<file path="src/rtl/fetch_sequencer.sv">
// fetch_sequencer: owns the PC and sequences fetch from a 1-cycle ROM.
// Handles start/halt, decode stalls and sign-magnitude branch redirects.
module fetch_sequencer #(
    parameter int              PC_W     = 16,
    parameter int              INSTR_W  = 9,
    parameter logic [PC_W-1:0] RESET_PC = '0
) (
    input  logic               clk,
    input  logic               init_n,
    input  logic               start,
    input  logic               halt_req,
    input  logic               stall,
    input  logic               branch,
    input  logic               taken,
    input  logic               jump_sign,
    input  logic [PC_W-1:0]    target,
    input  logic [PC_W-1:0]    branch_pc,
    output logic [PC_W-1:0]    rom_addr,
    input  logic [INSTR_W-1:0] rom_data,
    output logic               if_valid,
    output logic [INSTR_W-1:0] if_instr,
    output logic [PC_W-1:0]    if_pc,
    output logic               flush,
    output logic               halted,
    output logic [15:0]        bubble_cnt
);

    typedef enum logic [1:0] {
        IDLE = 2'd0,
        RUN  = 2'd1,
        HALT = 2'd2
    } state_t;

    state_t          state_q, state_d;
    logic [PC_W-1:0] pc_q, pc_d;
    logic [PC_W-1:0] fpc_q, fpc_d;
    logic            valid_q, valid_d;
    logic [15:0]     bcnt_q, bcnt_d;
    logic [PC_W-1:0] redir_pc;

    // Redirect target; wraps modulo 2^PC_W by construction.
    assign redir_pc = jump_sign ? (branch_pc + target) : (branch_pc - target);

    assign if_valid   = valid_q;
    assign if_instr   = rom_data;
    assign if_pc      = fpc_q;
    assign halted     = (state_q == HALT);
    assign bubble_cnt = bcnt_q;

    // State register with synchronous active-low reset.
    always_ff @(posedge clk) begin
        if (!init_n) begin
            state_q <= IDLE;
            pc_q    <= RESET_PC;
            fpc_q   <= RESET_PC;
            valid_q <= 1'b0;
            bcnt_q  <= '0;
        end else begin
            state_q <= state_d;
            pc_q    <= pc_d;
            fpc_q   <= fpc_d;
            valid_q <= valid_d;
            bcnt_q  <= bcnt_d;
        end
    end

    // Next-state, PC sequencing, ROM address and flush.
    always_comb begin
        state_d  = state_q;
        pc_d     = pc_q;
        fpc_d    = fpc_q;
        valid_d  = valid_q;
        bcnt_d   = bcnt_q;
        rom_addr = pc_q;
        flush    = 1'b0;
        unique case (state_q)
            IDLE: begin
                valid_d = 1'b0;
                if (start) begin
                    state_d = RUN;
                end
            end
            RUN: begin
                if ((stall || !valid_q) && (bcnt_q != 16'hFFFF)) begin
                    bcnt_d = bcnt_q + 16'd1;
                end
                if (halt_req) begin
                    state_d = HALT;
                    valid_d = 1'b0;
                end else if (branch && taken) begin
                    flush   = 1'b1;
                    pc_d    = redir_pc;
                    valid_d = 1'b0;
                end else if (stall) begin
                    // Re-read the held address so rom_data stays stable.
                    rom_addr = fpc_q;
                end else begin
                    fpc_d   = pc_q;
                    valid_d = 1'b1;
                    pc_d    = pc_q + PC_W'(1);
                end
            end
            HALT: begin
                valid_d = 1'b0;
            end
            default: begin
                state_d = IDLE;
                valid_d = 1'b0;
            end
        endcase
    end

endmodule

</file>
<file path="config.mk">
export PLATFORM = sky130hd
export DESIGN_NAME = fetch_sequencer
export DESIGN_NICKNAME = d
export VERILOG_FILES = /design/src/rtl/fetch_sequencer.sv
export SDC_FILE = /design/constraint.sdc
export NUM_CORES = 1
export LEC_CHECK = 0
export ABC_AREA = 1
export BUFFER_PORTS_ARGS = -buffer_cell sky130_fd_sc_hd__buf_2
export CELL_PAD_IN_SITES_DETAIL_PLACEMENT = 1
export CELL_PAD_IN_SITES_GLOBAL_PLACEMENT = 1
export CORE_MARGIN = 5
export CORE_UTILIZATION = 37
export DETAILED_ROUTE_END_ITERATION = 6
export PLACE_DENSITY_LB_ADDON = 0.1
export SETUP_SLACK_MARGIN = 0.3
export SYNTH_ARGS = -nofsm -noshare
export SYNTH_HDL_FRONTEND = slang
export SYNTH_SLANG_ARGS = --single-unit
</file>
<file path="constraint.sdc">
create_clock -name clk -period 3.3 [get_ports clk]
set_clock_uncertainty 0.15 [all_clocks]
set_input_delay 0.165 -clock clk [delete_from_list [all_inputs] [get_ports clk]]
set_output_delay 0.165 -clock clk [all_outputs]
set_load 0.03 [all_outputs]
</file>
# ---- After elaboration in Yosys (flattened, before gate mapping)
# Index checks and enable logic that the tools add are counted.
dict set report op_classes {
  n_eq_ne 6
  n_reduce_logical 10
  muxes 13
  add_sub_neg 4
  n_bitwise 5
}
# operator count
set ops {}
lappend ops {{16-bit two-way mux} 7}
lappend ops {{16-bit by 1-bit adder with 16-bit output (second input constant)} 2}
lappend ops {{16-bit adder} 1}
lappend ops {{16-bit != test (second input constant)} 1}
lappend ops {{16-bit subtractor} 1}
lappend ops {{3-bit AND reduction} 3}
lappend ops {{2-bit one-hot mux with 3 select lines} 1}
lappend ops {{1-bit inverter} 5}
lappend ops {{2-bit two-way mux} 2}
lappend ops {{2-bit != test (second input constant)} 2}
lappend ops {{4-bit OR reduction} 1}
lappend ops {{1-bit two-way mux} 3}
lappend ops {{2-bit by 1-bit equality test with 1-bit output (second input constant)} 1}
lappend ops {{2-bit equality test (second input constant)} 1}
lappend ops {{1-bit logical AND} 2}
lappend ops {{2-bit logical NOT} 1}
lappend ops {{2-bit by 1-bit != test with 1-bit output (second input constant)} 1}
lappend ops {{2-bit AND reduction} 1}
lappend ops {{1-bit logical NOT} 1}
lappend ops {{1-bit logical OR} 1}
dict set report totals {
  out_inout_bits 60
  ff_bits 51
  in_bits 49
}

# ---- Logic depth before layout (Yosys ltp)
dict set report depth {
  depth_word 4
  mapped_depth 20
}

# ---- Worst setup path before layout
# No wires, ideal clock.
dict set report synth_timing {
  path_kind {in2reg}
  start {in target[0]}
  end {reg pc_q[15]}
  n_path_buf 0
  slack_ns 0.945
  arrival_time_ns 2.065
  t_required_ns 3.010
  path_stages 18
  cell_sequence {inv_1 ha_1 nand4_1 nand3b_1 nor2_1 nand2_1 o21ai_0 xnor2_1 ha_1 nand2_1 nor2_1 inv_1 nor2_1 a21oi_1 nand2_1 nand3_1 nand2_1 a21oi_1}
}
dict set report synth_between {
  elab_chain_len 3
  word_cells_on_any_way 4
}
# element line_no
set synth_rtl {}
lappend synth_rtl {{start: declaration} 16} ;# input logic [PC_W-1:0] target,
lappend synth_rtl {{16-bit subtractor or 16-bit adder (tied branches)} 42} ;# assign redir_pc = jump_sign ? (branch_pc + target) : (branch_pc - target);
lappend synth_rtl {{16-bit two-way mux *} 42}
lappend synth_rtl {{16-bit two-way mux *} 90} ;# end else if (branch && taken) begin
lappend synth_rtl {{end signal: assignment} 60} ;# pc_q <= pc_d;
lappend synth_rtl {{end: declaration} 35} ;# logic [PC_W-1:0] pc_q, pc_d;
# Every way passes the cells marked *; elsewhere a longest branch is shown, timed or not.
# A chain may end at the register's enable or synchronous reset.

# ---- Worst setup path in the final report
dict set report layout_timing {
  start {reg state_q[0]}
  end {out rom_addr[13]}
}
dict set report layout_between {
  elab_chain_len 2
}
# element line_no
set layout_rtl {}
lappend layout_rtl {{start: declaration} 34} ;# state_t state_q, state_d;
lappend layout_rtl {{start signal: assignment} 59} ;# state_q <= state_d;
lappend layout_rtl {{2-bit by 1-bit equality test with 1-bit output} 76} ;# unique case (state_q)
lappend layout_rtl {{16-bit two-way mux} 76}
lappend layout_rtl {{end: declaration} 18} ;# output logic [PC_W-1:0] rom_addr,
# No other way between the ends.

==> reports/qor.yml <==
final_layout:
  antenna_cells: 0
  fillCellCount: 1501
  areaGrowthSynthToFinish_pct: 14.7
  seq_area_mm2: 0.00102
  finalNetCount: 801
  multi_input_comb_area_mm2: 0.00272
  drive_gt1_share_pct: 18.2
clock_tree:
  cts_tree: "done"
  cts_setup_buffers: 0
  path_clk_slew_ns: 0.07
  cts_resized: 0
  clkLatencyLatePin_ns: 0.29
  cts.sinks: 51
  cts_root_buffer: "clkbuf_16"
  clk_path_buf_depth: 2
  ctsHtreeMaxLevel: 2
  numCtsBuffers: 5
critical_path:
  critPathKind: "register to output port"
  crit_buf_inv: 4
  cp_slowest_stage_delay_ns: 0.51
  path_max_fanout: 33
  worstPathCellList: "inv_1 -> nor2_1 -> inv_2 -> nor2_4 -> inv_2 -> nor2_4 -> nand2_1 -> o21ai_0 -> buf_2"
  arrival_ns: 2.28
  cp_slowest_cell: "nor2_4"
  startpoint_type: "register"
  endpoint_kind: "output port"
  worstPathRequired_ns: 2.98
  crit_family: "simple AND/OR/NAND/NOR gates"
global_route:
  grt_overflow: 0
  grt_usage_pct: 19.5
  grt_max_degree: 34
  grt_pass1_vias: 4611
  grt_pass1_wl_mm: 21.8
  antenna_found_initial: 0
logic_synthesis:
  synth_top_area_share_pct: 24.4
  synth.largest_area_cell: "dfxtp_1"
  synth_fp_nets: 730
  synth_cell_types: 39
  netlist_area_mm2: 0.00419
  syn_inst: 658
  ys_seq_elements: 51
  avgSynthCellArea_um2: 6.36
  synth_area_leaders: "dfxtp_1, nand2_1, o21ai_0"
  ys_seq_area_share_pct: 24.4
  ys_warn_count: 0
sta:
  finalSetupViolCount: 0
  max_freq_mhz: 386
  finalSetupTns_ns: 0
  slew_violations: 0
  hold_viol: 0
  rsz0062_at_grt: "no"
  period_share_pct: 78.5
  tightest_slew_ns: 0.654
  fin_ws_ns: 0.709
  slew_headroom_pct: 56.3
  fin_crit_ns: 2.59
power:
  p_leak_nw: 2.20
  p_per_area_mw_per_mm2: 341
  vdd_drop_max_uv: 180
die:
  core.rowCount: 38
  die_area_mm2: 0.0135
  start_util_pct: 38.1
  num_io_pins: 109
  coreArea_mm2: 0.0110
  die_width_um: 116
  die_h_um: 116
placed_design:
  dpl_worst_slack_ns: 0.398
  io_buffer_count: 90
  place_hpwl_mm: 10.4
  gp_congestion: 0.883
detailed_routing:
  wl_per_cell_um: 15.0
  via_per_inst: 5.16
  vias: 4482
  wl_mm: 13.0
  first_pass_iters: 4
  drtAntennaViolNets: 0
  drt_iter0_drc: 237
  drcViolationCount: 0
worst_hold_path:
  hp-class: "input pin to register"
status:
  outcome: "complete, no violations"
run:
  maxCapViolCount: 0
[per-layer routing]
metal / vias up / global-route usage, % / wire (um)
met2: 77 / 33.9 / 6220
met1: 2118 / 25.7 / 6120
met5: - / 0 / 0
met4: 0 / 4.80 / 124
li1: 2280 / - / -
met3: 7 / 2.38 / 528
[Yosys cell counts, drive strengths merged]
master  count
a31oi       7
fa          1
nor3       15
o21ai      69
ha         22
nand3b      4
nand4       4
o22ai       1
nand2     186
a211oi      1
dfxtp      51
a21oi      73
clkbuf     10
a311oi      1
nor2       46
xnor2       9
inv        74
nand3      29
or2         2
buf        18
xor2       27
nor3b       3
a21o        2
o21bai      1
nor4        2
[layout by cell type, fill, tap and decap left out, types with 8 or more instances in the layout]
cell / n
nand2_1: 175
buf_2: 90
o21ai_0: 68
inv_1: 67
a21oi_1: 65
dfxtp_1: 51
nor2_1: 43
nand3_1: 29
xor2_1: 27
ha_1: 22
nor3_1: 14
nand2_2: 10
xnor2_1: 9
a21oi_2: 8
[per-stage QoR]
stage                     cells  utilization [%]  total power, mW  area, um2  hold slack [ns]
after detailed placement    861             42.3             1.12       4650            0.180
after CTS                   869             43.7             1.66       4800          0.00690
after global routing        869             43.7             1.74       4800           0.0453
final                       869             43.7             1.64       4800           0.0139
after global placement      861             42.3             1.11       4650            0.180
after floorplan             658                -             1.01       4190            0.158
[cells by family (layout without fill, tap and decap cells)]
kind of cell,Yosys count,after routing,synth area share (%)
and+or+nand+nor,291,291,30.5
AOI/OAI and AO/OA,155,155,19.8
buffers and inverters,102,173,10.7
DFF,51,51,24.4
xor gates and xnor gates,36,36,7.53
adders and majority gates,23,23,7.06
[where the power goes]
part           internal [mW]  switching [mW]  total (mW)
Clock                  0.297           0.232       0.529
Sequential             0.631          0.0147       0.645
Combinational          0.153           0.309       0.462
Total                   1.08           0.556        1.64
[worst register-to-register path, cell delays in order, from the launching register on]
cell,delay (ns)
dfxtp_1,0.34
inv_1,0.06
nor2_1,0.17
inv_2,0.08
nor2_4,0.15
inv_2,0.07
nor2_4,0.51
inv_2,0.31
nand2_1,0.13
a21oi_1,0.07
[state kept, by name, indices dropped and copies added, names as in the netlist]
signal	cells
pc_q	16
if_valid	1
state_q	2
bubble_cnt	16
if_pc	16
[worst paths after layout]
| path | from | end | slack, ns | cells past startpoint |
|---|---|---|---|---|
| worst max-delay path | state_q[0] | rom_addr[13] | 0.71 | 9 |
| worst min-delay path | halt_req | state_q[1] | 0.01 | 3 |
| worst max register to register | state_q[0] | if_pc[0] | 1.15 | 9 |
| worst min register to register | if_pc[8] | if_pc[8] | 0.33 | 2 |
[what timing repair did]
action                                 CTS  global route
hold buffers                             1             0
setup endpoints to repair                0             0
endpoints found under the hold margin    1             0
[area by class of cell]
class	count	area share (%)
Multi-Input combinational cell	505	56.6
Sequential cell	51	21.3
Clock inverter	1	0.104
Inverter	74	5.78
Tap cell	140	3.65
Clock buffer	6	2.89
Timing Repair Buffer	92	9.74
Power figures use the tool's default switching activity.
